**config.mk**
```make
export PLATFORM = sky130hd
export DESIGN_NAME = sd_block_responder_flat
export DESIGN_NICKNAME = d
export VERILOG_FILES = /design/src/rtl/sd_block_responder_if.sv /design/src/rtl/sd_block_responder.sv /design/src/flat_wrapper.sv
export SDC_FILE = /design/constraint.sdc
export NUM_CORES = 1
export LEC_CHECK = 0
export ABC_AREA = 1
export BUFFER_PORTS_ARGS = -buffer_cell sky130_fd_sc_hd__buf_2
export CAP_MARGIN = 20
export CORE_MARGIN = 2
export CORE_UTILIZATION = 51
export CTS_CLUSTER_SIZE = 16
export DETAILED_ROUTE_END_ITERATION = 8
export GPL_TIMING_DRIVEN = 0
export PLACE_DENSITY = 0.8
export SYNTH_ARGS = -nofsm -noshare
export SYNTH_HDL_FRONTEND = slang
export SYNTH_SLANG_ARGS = --single-unit
```
**constraint.sdc**
```tcl
create_clock -name clk_sys -period 2.3 [get_ports clk_sys]
set_input_delay 0 -clock clk_sys [delete_from_list [all_inputs] [get_ports clk_sys]]
set_output_delay 0 -clock clk_sys [all_outputs]
set_load 0.02 [all_outputs]
```
**src/rtl/sd_block_responder_if.sv**
```systemverilog
// Block-transfer bus between the core's sector buffer, the responder and the
// backing byte memory. The slave modport is the responder's view; the master
// modport is the environment's view (core buffer plus image memory).
interface sd_block_responder_if #(
  parameter int ADDR_W = 24
);
  logic [31:0]       sd_lba;
  logic              sd_rd;
  logic              sd_wr;
  logic              sd_ack;
  logic [8:0]        sd_buff_addr;
  logic [7:0]        sd_buff_dout;
  logic              sd_buff_wr;
  logic [7:0]        sd_buff_din;
  logic [ADDR_W-1:0] mem_addr;
  logic              mem_rd;
  logic              mem_wr;
  logic [7:0]        mem_wdata;
  logic [7:0]        mem_rdata;
  logic              mem_ready;

  modport slave (
    input  sd_lba, sd_rd, sd_wr, sd_buff_din, mem_rdata, mem_ready,
    output sd_ack, sd_buff_addr, sd_buff_dout, sd_buff_wr,
           mem_addr, mem_rd, mem_wr, mem_wdata
  );

  modport master (
    output sd_lba, sd_rd, sd_wr, sd_buff_din, mem_rdata, mem_ready,
    input  sd_ack, sd_buff_addr, sd_buff_dout, sd_buff_wr,
           mem_addr, mem_rd, mem_wr, mem_wdata
  );
endinterface

```
**src/rtl/sd_block_responder.sv**
```systemverilog
// Device-side responder for 512-byte sector requests, backed by a byte-wide
// image memory. Optional write protection is enabled with the macro
// SD_RESP_WRPROTECT_EN (adds the img_readonly input).
//
// state     | meaning
// ----------+--------------------------------------------------------------
// S_IDLE    | waiting for sd_rd / sd_wr, latches lba and direction
// S_DLY     | ACK_DLY cycles before sd_ack, range check latched on exit
// S_RD_MEM  | mem_rd held until mem_ready, data captured
// S_RD_PUT  | one sd_buff_wr strobe for the current byte, offset advances
// S_WR_ADDR | present byte offset to the core buffer
// S_WR_WAIT | wait BUF_LAT+1 cycles for buffer data, then latch it
// S_WR_MEM  | mem_wr held until mem_ready, offset advances
// S_DONE    | sd_ack low for one cycle, blk_err on a rejected sector
module sd_block_responder #(
  parameter int ADDR_W  = 24,
  parameter int BUF_LAT = 1,
  parameter int ACK_DLY = 2
) (
  input  logic                clk_sys,
  input  logic                reset,
  sd_block_responder_if.slave bus,
  input  logic [23:0]         img_blocks,
  output logic                busy,
  output logic                blk_err
`ifdef SD_RESP_WRPROTECT_EN
  ,
  input  logic                img_readonly
`endif
);

  typedef enum logic [2:0] {
    S_IDLE, S_DLY, S_RD_MEM, S_RD_PUT, S_WR_ADDR, S_WR_WAIT, S_WR_MEM, S_DONE
  } state_t;

  localparam logic [7:0] ACK_LOAD  = 8'(ACK_DLY);
  localparam logic [7:0] WAIT_LOAD = 8'(BUF_LAT + 1);

  state_t      state_q, state_d;
  logic [31:0] lba_q;
  logic        dir_rd_q;
  logic        ro_q;
  logic        oob_q;
  logic [9:0]  offset_q;
  logic [9:0]  off_nxt;
  logic [7:0]  cnt_q;
  logic [7:0]  cnt_val;
  logic [7:0]  data_q;
  logic [7:0]  wdata_q;
  logic        ro_in;
  logic        oob_now;
  logic        last;
  logic        skip_wr;

  logic        req_take, oob_ld, cnt_ld, cnt_dec, off_inc, rd_cap, wd_cap;

`ifdef SD_RESP_WRPROTECT_EN
  assign ro_in = img_readonly;
`else
  assign ro_in = 1'b0;
`endif

  // Sector is rejected if past the image end or beyond what mem_addr can reach.
  assign oob_now = (lba_q >= {8'd0, img_blocks}) || (|lba_q[31:ADDR_W-9]);
  // Offset is 10 bits so that 512 is a terminal value rather than a wrap to 0.
  assign off_nxt = offset_q + 10'd1;
  assign last    = off_nxt[9];
  assign skip_wr = oob_q | ro_q;

  assign bus.sd_buff_addr = offset_q[8:0];
  assign bus.sd_buff_dout = data_q;
  assign bus.mem_addr     = {lba_q[ADDR_W-10:0], offset_q[8:0]};
  assign bus.mem_wdata    = wdata_q;
  assign busy             = (state_q != S_IDLE);

  // State register.
  always_ff @(posedge clk_sys) begin
    if (reset) state_q <= S_IDLE;
    else       state_q <= state_d;
  end

  // Next-state decode, handshake strobes and datapath enables.
  always_comb begin
    state_d         = state_q;
    req_take        = 1'b0;
    oob_ld          = 1'b0;
    cnt_ld          = 1'b0;
    cnt_val         = 8'd0;
    cnt_dec         = 1'b0;
    off_inc         = 1'b0;
    rd_cap          = 1'b0;
    wd_cap          = 1'b0;
    bus.sd_ack      = 1'b0;
    bus.sd_buff_wr  = 1'b0;
    bus.mem_rd      = 1'b0;
    bus.mem_wr      = 1'b0;
    blk_err         = 1'b0;
    case (state_q)
      S_IDLE: begin
        if (bus.sd_rd || bus.sd_wr) begin
          req_take = 1'b1;
          cnt_ld   = 1'b1;
          cnt_val  = ACK_LOAD;
          state_d  = S_DLY;
        end
      end
      S_DLY: begin
        if (cnt_q <= 8'd1) begin
          oob_ld = 1'b1;
          if (dir_rd_q) state_d = oob_now ? S_RD_PUT : S_RD_MEM;
          else          state_d = S_WR_ADDR;
        end else begin
          cnt_dec = 1'b1;
        end
      end
      S_RD_MEM: begin
        bus.sd_ack = 1'b1;
        bus.mem_rd = 1'b1;
        if (bus.mem_ready) begin
          rd_cap  = 1'b1;
          state_d = S_RD_PUT;
        end
      end
      S_RD_PUT: begin
        bus.sd_ack     = 1'b1;
        bus.sd_buff_wr = 1'b1;
        off_inc        = 1'b1;
        if (last)       state_d = S_DONE;
        else if (oob_q) state_d = S_RD_PUT;
        else            state_d = S_RD_MEM;
      end
      S_WR_ADDR: begin
        bus.sd_ack = 1'b1;
        cnt_ld     = 1'b1;
        cnt_val    = WAIT_LOAD;
        state_d    = S_WR_WAIT;
      end
      S_WR_WAIT: begin
        bus.sd_ack = 1'b1;
        if (cnt_q <= 8'd1) begin
          wd_cap = 1'b1;
          if (skip_wr) begin
            off_inc = 1'b1;
            state_d = last ? S_DONE : S_WR_ADDR;
          end else begin
            state_d = S_WR_MEM;
          end
        end else begin
          cnt_dec = 1'b1;
        end
      end
      S_WR_MEM: begin
        bus.sd_ack = 1'b1;
        bus.mem_wr = 1'b1;
        if (bus.mem_ready) begin
          off_inc = 1'b1;
          state_d = last ? S_DONE : S_WR_ADDR;
        end
      end
      S_DONE: begin
        blk_err = oob_q | ro_q;
        state_d = S_IDLE;
      end
      default: state_d = S_IDLE;
    endcase
  end

  // Request latch, down-counter, byte offset and data holding registers.
  always_ff @(posedge clk_sys) begin
    if (reset) begin
      lba_q    <= '0;
      dir_rd_q <= 1'b0;
      ro_q     <= 1'b0;
      oob_q    <= 1'b0;
      offset_q <= '0;
      cnt_q    <= '0;
      data_q   <= '0;
      wdata_q  <= '0;
    end else begin
      if (req_take) begin
        lba_q    <= bus.sd_lba;
        dir_rd_q <= bus.sd_rd;
        ro_q     <= ~bus.sd_rd & ro_in;
        oob_q    <= 1'b0;
        offset_q <= '0;
        data_q   <= '0;
      end
      if (oob_ld)       oob_q <= oob_now;
      if (cnt_ld)       cnt_q <= cnt_val;
      else if (cnt_dec) cnt_q <= cnt_q - 8'd1;
      if (off_inc)      offset_q <= off_nxt;
      if (rd_cap)       data_q <= bus.mem_rdata;
      if (wd_cap)       wdata_q <= bus.sd_buff_din;
    end
  end

endmodule

```
**src/flat_wrapper.sv**
```systemverilog
// flat-port wrapper written by rule: the top's interface ports become plain ports
module sd_block_responder_flat 
#(
  parameter int ADDR_W  = 24,
  parameter int BUF_LAT = 1,
  parameter int ACK_DLY = 2
)
  (clk_sys, reset, img_blocks, busy, blk_err, bus_sd_lba, bus_sd_rd, bus_sd_wr, bus_sd_buff_din, bus_mem_rdata, bus_mem_ready, bus_sd_ack, bus_sd_buff_addr, bus_sd_buff_dout, bus_sd_buff_wr, bus_mem_addr, bus_mem_rd, bus_mem_wr, bus_mem_wdata);
  sd_block_responder_if #(.ADDR_W(ADDR_W)) bus_i ();
  input  logic clk_sys;
  input  logic reset;
  input  logic [23:0] img_blocks;
  output logic busy;
  output logic blk_err;
  input wire logic [$bits(bus_i.sd_lba)-1:0] bus_sd_lba;
  input wire logic [$bits(bus_i.sd_rd)-1:0] bus_sd_rd;
  input wire logic [$bits(bus_i.sd_wr)-1:0] bus_sd_wr;
  input wire logic [$bits(bus_i.sd_buff_din)-1:0] bus_sd_buff_din;
  input wire logic [$bits(bus_i.mem_rdata)-1:0] bus_mem_rdata;
  input wire logic [$bits(bus_i.mem_ready)-1:0] bus_mem_ready;
  output wire logic [$bits(bus_i.sd_ack)-1:0] bus_sd_ack;
  output wire logic [$bits(bus_i.sd_buff_addr)-1:0] bus_sd_buff_addr;
  output wire logic [$bits(bus_i.sd_buff_dout)-1:0] bus_sd_buff_dout;
  output wire logic [$bits(bus_i.sd_buff_wr)-1:0] bus_sd_buff_wr;
  output wire logic [$bits(bus_i.mem_addr)-1:0] bus_mem_addr;
  output wire logic [$bits(bus_i.mem_rd)-1:0] bus_mem_rd;
  output wire logic [$bits(bus_i.mem_wr)-1:0] bus_mem_wr;
  output wire logic [$bits(bus_i.mem_wdata)-1:0] bus_mem_wdata;
  assign bus_i.sd_lba = bus_sd_lba;
  assign bus_i.sd_rd = bus_sd_rd;
  assign bus_i.sd_wr = bus_sd_wr;
  assign bus_i.sd_buff_din = bus_sd_buff_din;
  assign bus_i.mem_rdata = bus_mem_rdata;
  assign bus_i.mem_ready = bus_mem_ready;
  assign bus_sd_ack = bus_i.sd_ack;
  assign bus_sd_buff_addr = bus_i.sd_buff_addr;
  assign bus_sd_buff_dout = bus_i.sd_buff_dout;
  assign bus_sd_buff_wr = bus_i.sd_buff_wr;
  assign bus_mem_addr = bus_i.mem_addr;
  assign bus_mem_rd = bus_i.mem_rd;
  assign bus_mem_wr = bus_i.mem_wr;
  assign bus_mem_wdata = bus_i.mem_wdata;
  sd_block_responder #(.ADDR_W(ADDR_W), .BUF_LAT(BUF_LAT), .ACK_DLY(ACK_DLY)) u_core (.clk_sys(clk_sys), .reset(reset), .bus(bus_i), .img_blocks(img_blocks), .busy(busy), .blk_err(blk_err));
endmodule
```
After elaboration in Yosys (flattened, before gate mapping). Cells that the tools add are included.

Multiplexer cells: 40. Eq/ne operators: 12. $lt $le $gt $ge: 2. $add $sub $neg: 2. Reductions and logical operators: 12.

Operator list (count): $ge A32 B24 Y1 (1); $mux W8 (4); $mux W3 (8); $pmux W3 S8 (1); $mux W1 (20); $mux W10 (2); $reduce_or A17 Y1 (1); $pmux W8 S2 (1); $eq A3 B3 Y1 const B (4); $add A10 B1 Y10 const B (1); $le A8 B1 Y1 const B (1); $reduce_bool A2 Y1 (4); $sub A8 B1 Y8 const B (1); $eq A3 B2 Y1 const B (2); $ne A2 B1 Y1 const B (3); $reduce_and A5 Y1 (1); $reduce_or A5 Y1 (1); $mux W2 (2); $ne A2 B2 Y1 const B (2); $eq A3 B1 Y1 const B (1); $logic_not A3 Y1 (1); $pmux W1 S3 (1); $reduce_bool A3 Y1 (1); $logic_or A1 B1 Y1 (2); other kinds (2) (2).

Word-level logic and storage cells: 76. Bits in registers: 71.

Depth between registers and ports, before layout.
Depth in word-level cells: 6. Gate-level depth with buffers: 17. Mapped depth without buffers: 17.

Worst setup path after synthesis. OpenSTA, ideal clock, no wires.

Path kind: register -> register. Start point: reg u_core.cnt_q[0]. End point: reg u_core.cnt_q[7]. Stages on the path, launching flop included: 12. Setup slack: 0.697 ns. Buffers on the path: 0. Arrival: 1.533 ns. Cell sequence: dfxtp_1 inv_1 ha_1 nor2_1 nor2_1 nand3_1 nand3_1 nand2_2 nand3_2 nor2_2 o21ai_1 a21oi_1.

Longest elaborated chain between the ends: 4. Elaborated cells on any way between the ends: 7.

RTL lines: from (decl) (line sd_block_responder.sv:46) `logic [7:0] cnt_q;`; from (signal assigned) (line sd_block_responder.sv:189) `if (cnt_ld) cnt_q <= cnt_val;`; from (signal assigned) (line sd_block_responder.sv:190) `else if (cnt_dec) cnt_q <= cnt_q - 8'd1;`; $le A8 B1 Y1 (line sd_block_responder.sv:108, sd_block_responder.sv:140); $mux W1 (line sd_block_responder.sv:108, sd_block_responder.sv:140); $mux W1; $reduce_bool A2 Y1 (no source line).

Several ways; a longest one is shown, not always the timed one. The select of a mux whose other input is x is not followed. A chain may end at the register's enable or synchronous reset.

Worst setup path in the final report. Ends and elaborated chain as after synthesis.

==> flow_summary.ini <==
[cts]
cts_max_path_buffers = 2
cts_setup_buffers = 0
post_cts_resized = 0
cts_tree = built
root_buffer = clkbuf_8
clk-insertion-delay-late_ns = 0.35
cts_made_buffers = 9
htreeDepth = 3
path_clk_slew_ns = 0.08
cts_sinks = 71

[cells_and_area]
diodes = 0
drive_gt1_share_pct = 27.89
mostFrequentLayoutCell = buf_2
mostFrequentLayoutCells = buf_2, nor2_1, dfxtp_1
nets = 852
fillerInstances = 599
area_growth_syn_to_layout_pct = 36.70
final_area_sq_um = 5425
final_util_pct = 70.94

[floorplan]
dieArea_sq_um = 8504
io_pins = 132
core_sq_um = 7647
die_w_um = 92.22
die_h_um = 92.22
start_util_pct = 51.90
rows = 32

[place]
routabilityCongestion = 0.8969
post-dp-hpwl_um = 7509
placed_cell_area_sq_um = 4752
io_buffers = 131

[synth]
synth_warnings = 0
async_flop_share_pct = 0
synth_top_area_share_pct = 35.81
yosysTopAreaCell = dfxtp_1
netlist_instances = 556
ys_top_cells_by_area = dfxtp_1, nor2_1, ha_1
synth_edf_count = 0
avgSynthCellArea_sq_um = 7.138
synth_nets = 660
yosysUniqueCellTypes = 36
ys.flop_type = dfxtp_1
postSynthRegisterBits = 71
syn_area_sq_um = 3969
ys_seq_area_share_pct = 35.81

[power]
intPower_mw = 2.922
ir_drop_mv = 0.4287
p_leak_nw = 2.838
switching_share_pct = 44.44
combPwrFrac_pct = 48.3
p_per_area_nw_per_um2 = 969.4
power_frac_seq_pct = 34.8
power.net_switching_mw = 2.337
p_clk_share_pct = 16.9

[timing]
rsz0062_at_grt = no
timing.final.max_slew_violations = 0
final.setup.tns_ns = 0
hold_violations = 0
min_period_ns = 1.972
max_slew_margin_pct = 67.17
whs_ns = 0.09008
clock-skew-final_ns = 0.009558
worst-slew-pin-transition_ns = 0.4925
finalSetupViolations = 0
fmax_ghz = 0.5071
finalCritPeriodShare_pct = 85.74

[setup_path]
reg2reg_setup_slack_ns = 0.33
cpMaxStageDelayCell = dfxtp_1
slowest_delay_ns = 0.37
crit_path_start_kind = flop
r2r_end = u_core.cnt_q[7]$_SDFFE_PP0P_
end_kind = flop
worstPathCellList = inv_1, ha_1, nor2_1, nor2_1, nand3_1, nand3_1, nand2_2, nand3_2, nor2_2, o21ai_1, a21oi_1
rr_startpoint = u_core.cnt_q[0]$_SDFFE_PP0P_
crit_path_max_fanout = 8
crit_start = u_core.cnt_q[0]$_SDFFE_PP0P_
crit_required_ns = 2.58
crit_end = u_core.cnt_q[7]$_SDFFE_PP0P_
arrival_ns = 2.26
path_class = flop to flop
r2r_cells = 11

[min_path]
min-delay-start = bus_mem_ready
hold_class = input port to flop

[global_route]
antenna_found_initial = 0
grt_max_degree = 14
grt_pass1_wl_um = 18060
grt_pass1_vias = 4079
grt.overflow.total = 0
grt_use_total_pct = 26.61

[detailed_routing]
avgViaCountPerCell = 4.929
drcViolationCount = 0
post_drt_wl_per_cell_um = 13.02
first_pass_iters = 5
ant_nets = 0
routed_wl_um = 11140
drt_iter0_drc = 166
via_count = 4214

[flow_run]
max-cap-violations = 0

[status]
status = finished clean
-- sequential cells by signal (all words and copies together), names as in the netlist --
name,count
u_core.lba_q,32
u_core.dir_rd_q,1
u_core.state_q,3
u_core.bus.mem_wdata,8
u_core.oob_q,1
u_core.offset_q,10
u_core.bus.sd_buff_dout,8
u_core.cnt_q,8
-- cells by family (layout without fill, tap and decap cells) --
kind of cell,Yosys count,after routing,synth area share [%]
simple gates,229,229,25.82
buf+inv,120,317,14.69
compound gates,106,106,14.50
flops,71,71,35.81
fa+ha+maj,27,27,8.512
xor+xnor,3,3,0.6622
-- power groups by stage --
stage / Combinational [mW] / Sequential [mW] / Clock (mW)
after floorplan: 1.77 / 1.81 / 0
after detailed placement: 2.41 / 1.84 / 0
final: 2.54 / 1.83 / 0.890
after CTS: 2.48 / 1.82 / 0.903
after global placement: 2.34 / 1.83 / 0
after global routing: 2.85 / 1.87 / 0.966
-- layer usage --
metal | wire length (um) | up-vias | share of wire (%) | global-route usage (%)
met2 | 5434 | 140 | 49 | 47.67
met5 | 0 | - | 0 | 0
met4 | 339 | 0 | 3.0 | 11.07
met3 | 585 | 29 | 5.3 | 6.081
met1 | 4777 | 1888 | 43 | 30.32
li1 | - | 2157 | - | -
-- worst max-delay path: cells and delay by family (launching register included) --
kind / cells / cell delay (ns)
compound gates: 2 / 0.16
flops: 1 / 0.37
fa+ha+maj: 1 / 0.24
simple gates: 7 / 1.03
buf+inv: 1 / 0.09
-- how the worst min path moves through the flow --
stage                                                       to  slack (ns)  cells after the start
after global routing           u_core.offset_q[0]$_SDFFE_PP0P_        0.14                      4
after detailed placement  u_core.bus.mem_wdata[0]$_SDFFE_PP0P_        0.23                      3
after CTS                      u_core.offset_q[0]$_SDFFE_PP0P_        0.09                      4
after floorplan                   u_core.cnt_q[0]$_SDFFE_PP0P_        0.07                      1
final                          u_core.offset_q[0]$_SDFFE_PP0P_        0.09                      4
after global placement            u_core.lba_q[7]$_SDFFE_PP0P_        0.22                      3
-- Yosys cell counts, drive strengths merged, types with 4 or more instances --
| cell | instances |
|---|---|
| a21oi | 42 |
| nor3 | 4 |
| clkbuf | 11 |
| dfxtp | 71 |
| nor2 | 110 |
| o21ai | 53 |
| nand4 | 11 |
| nand3 | 32 |
| ha | 27 |
| nand2 | 65 |
| inv | 72 |
| a22oi | 5 |
| buf | 37 |
-- cell type report --
cell class | instances | area, sq um | share of cell area (%)
plain buffers | 48 | 312.8 | 5.766
clock buffers | 9 | 123.9 | 2.283
clock inverters | 7 | 48.80 | 0.8994
inverters | 72 | 270.3 | 4.982
multi-input cells | 365 | 1964 | 36.21
flip-flops and latches | 71 | 1421 | 26.20
well taps | 102 | 127.6 | 2.352
repair buffers | 181 | 1156 | 21.31
-- stage by stage --
step | power (mW) | worst slack [ns] | cells
3_3_place_gp | 4.173 | 0.4476 | 789
6_report | 5.259 | 0.3281 | 855
3_5_place_dp | 4.250 | 0.3745 | 789
5_1_grt | 5.684 | 0.09140 | 855
4_1_cts | 5.201 | 0.3463 | 855
2_1_floorplan | 3.585 | 0.6973 | 556
-- repair_timing --
| item | in CTS | in global routing |
|---|---|---|
| hold buffers | 50 | 0 |
| hold endpoints to repair | 51 | 0 |
| setup endpoints to repair | 0 | 0 |
Power figures use the tool's default switching activity.
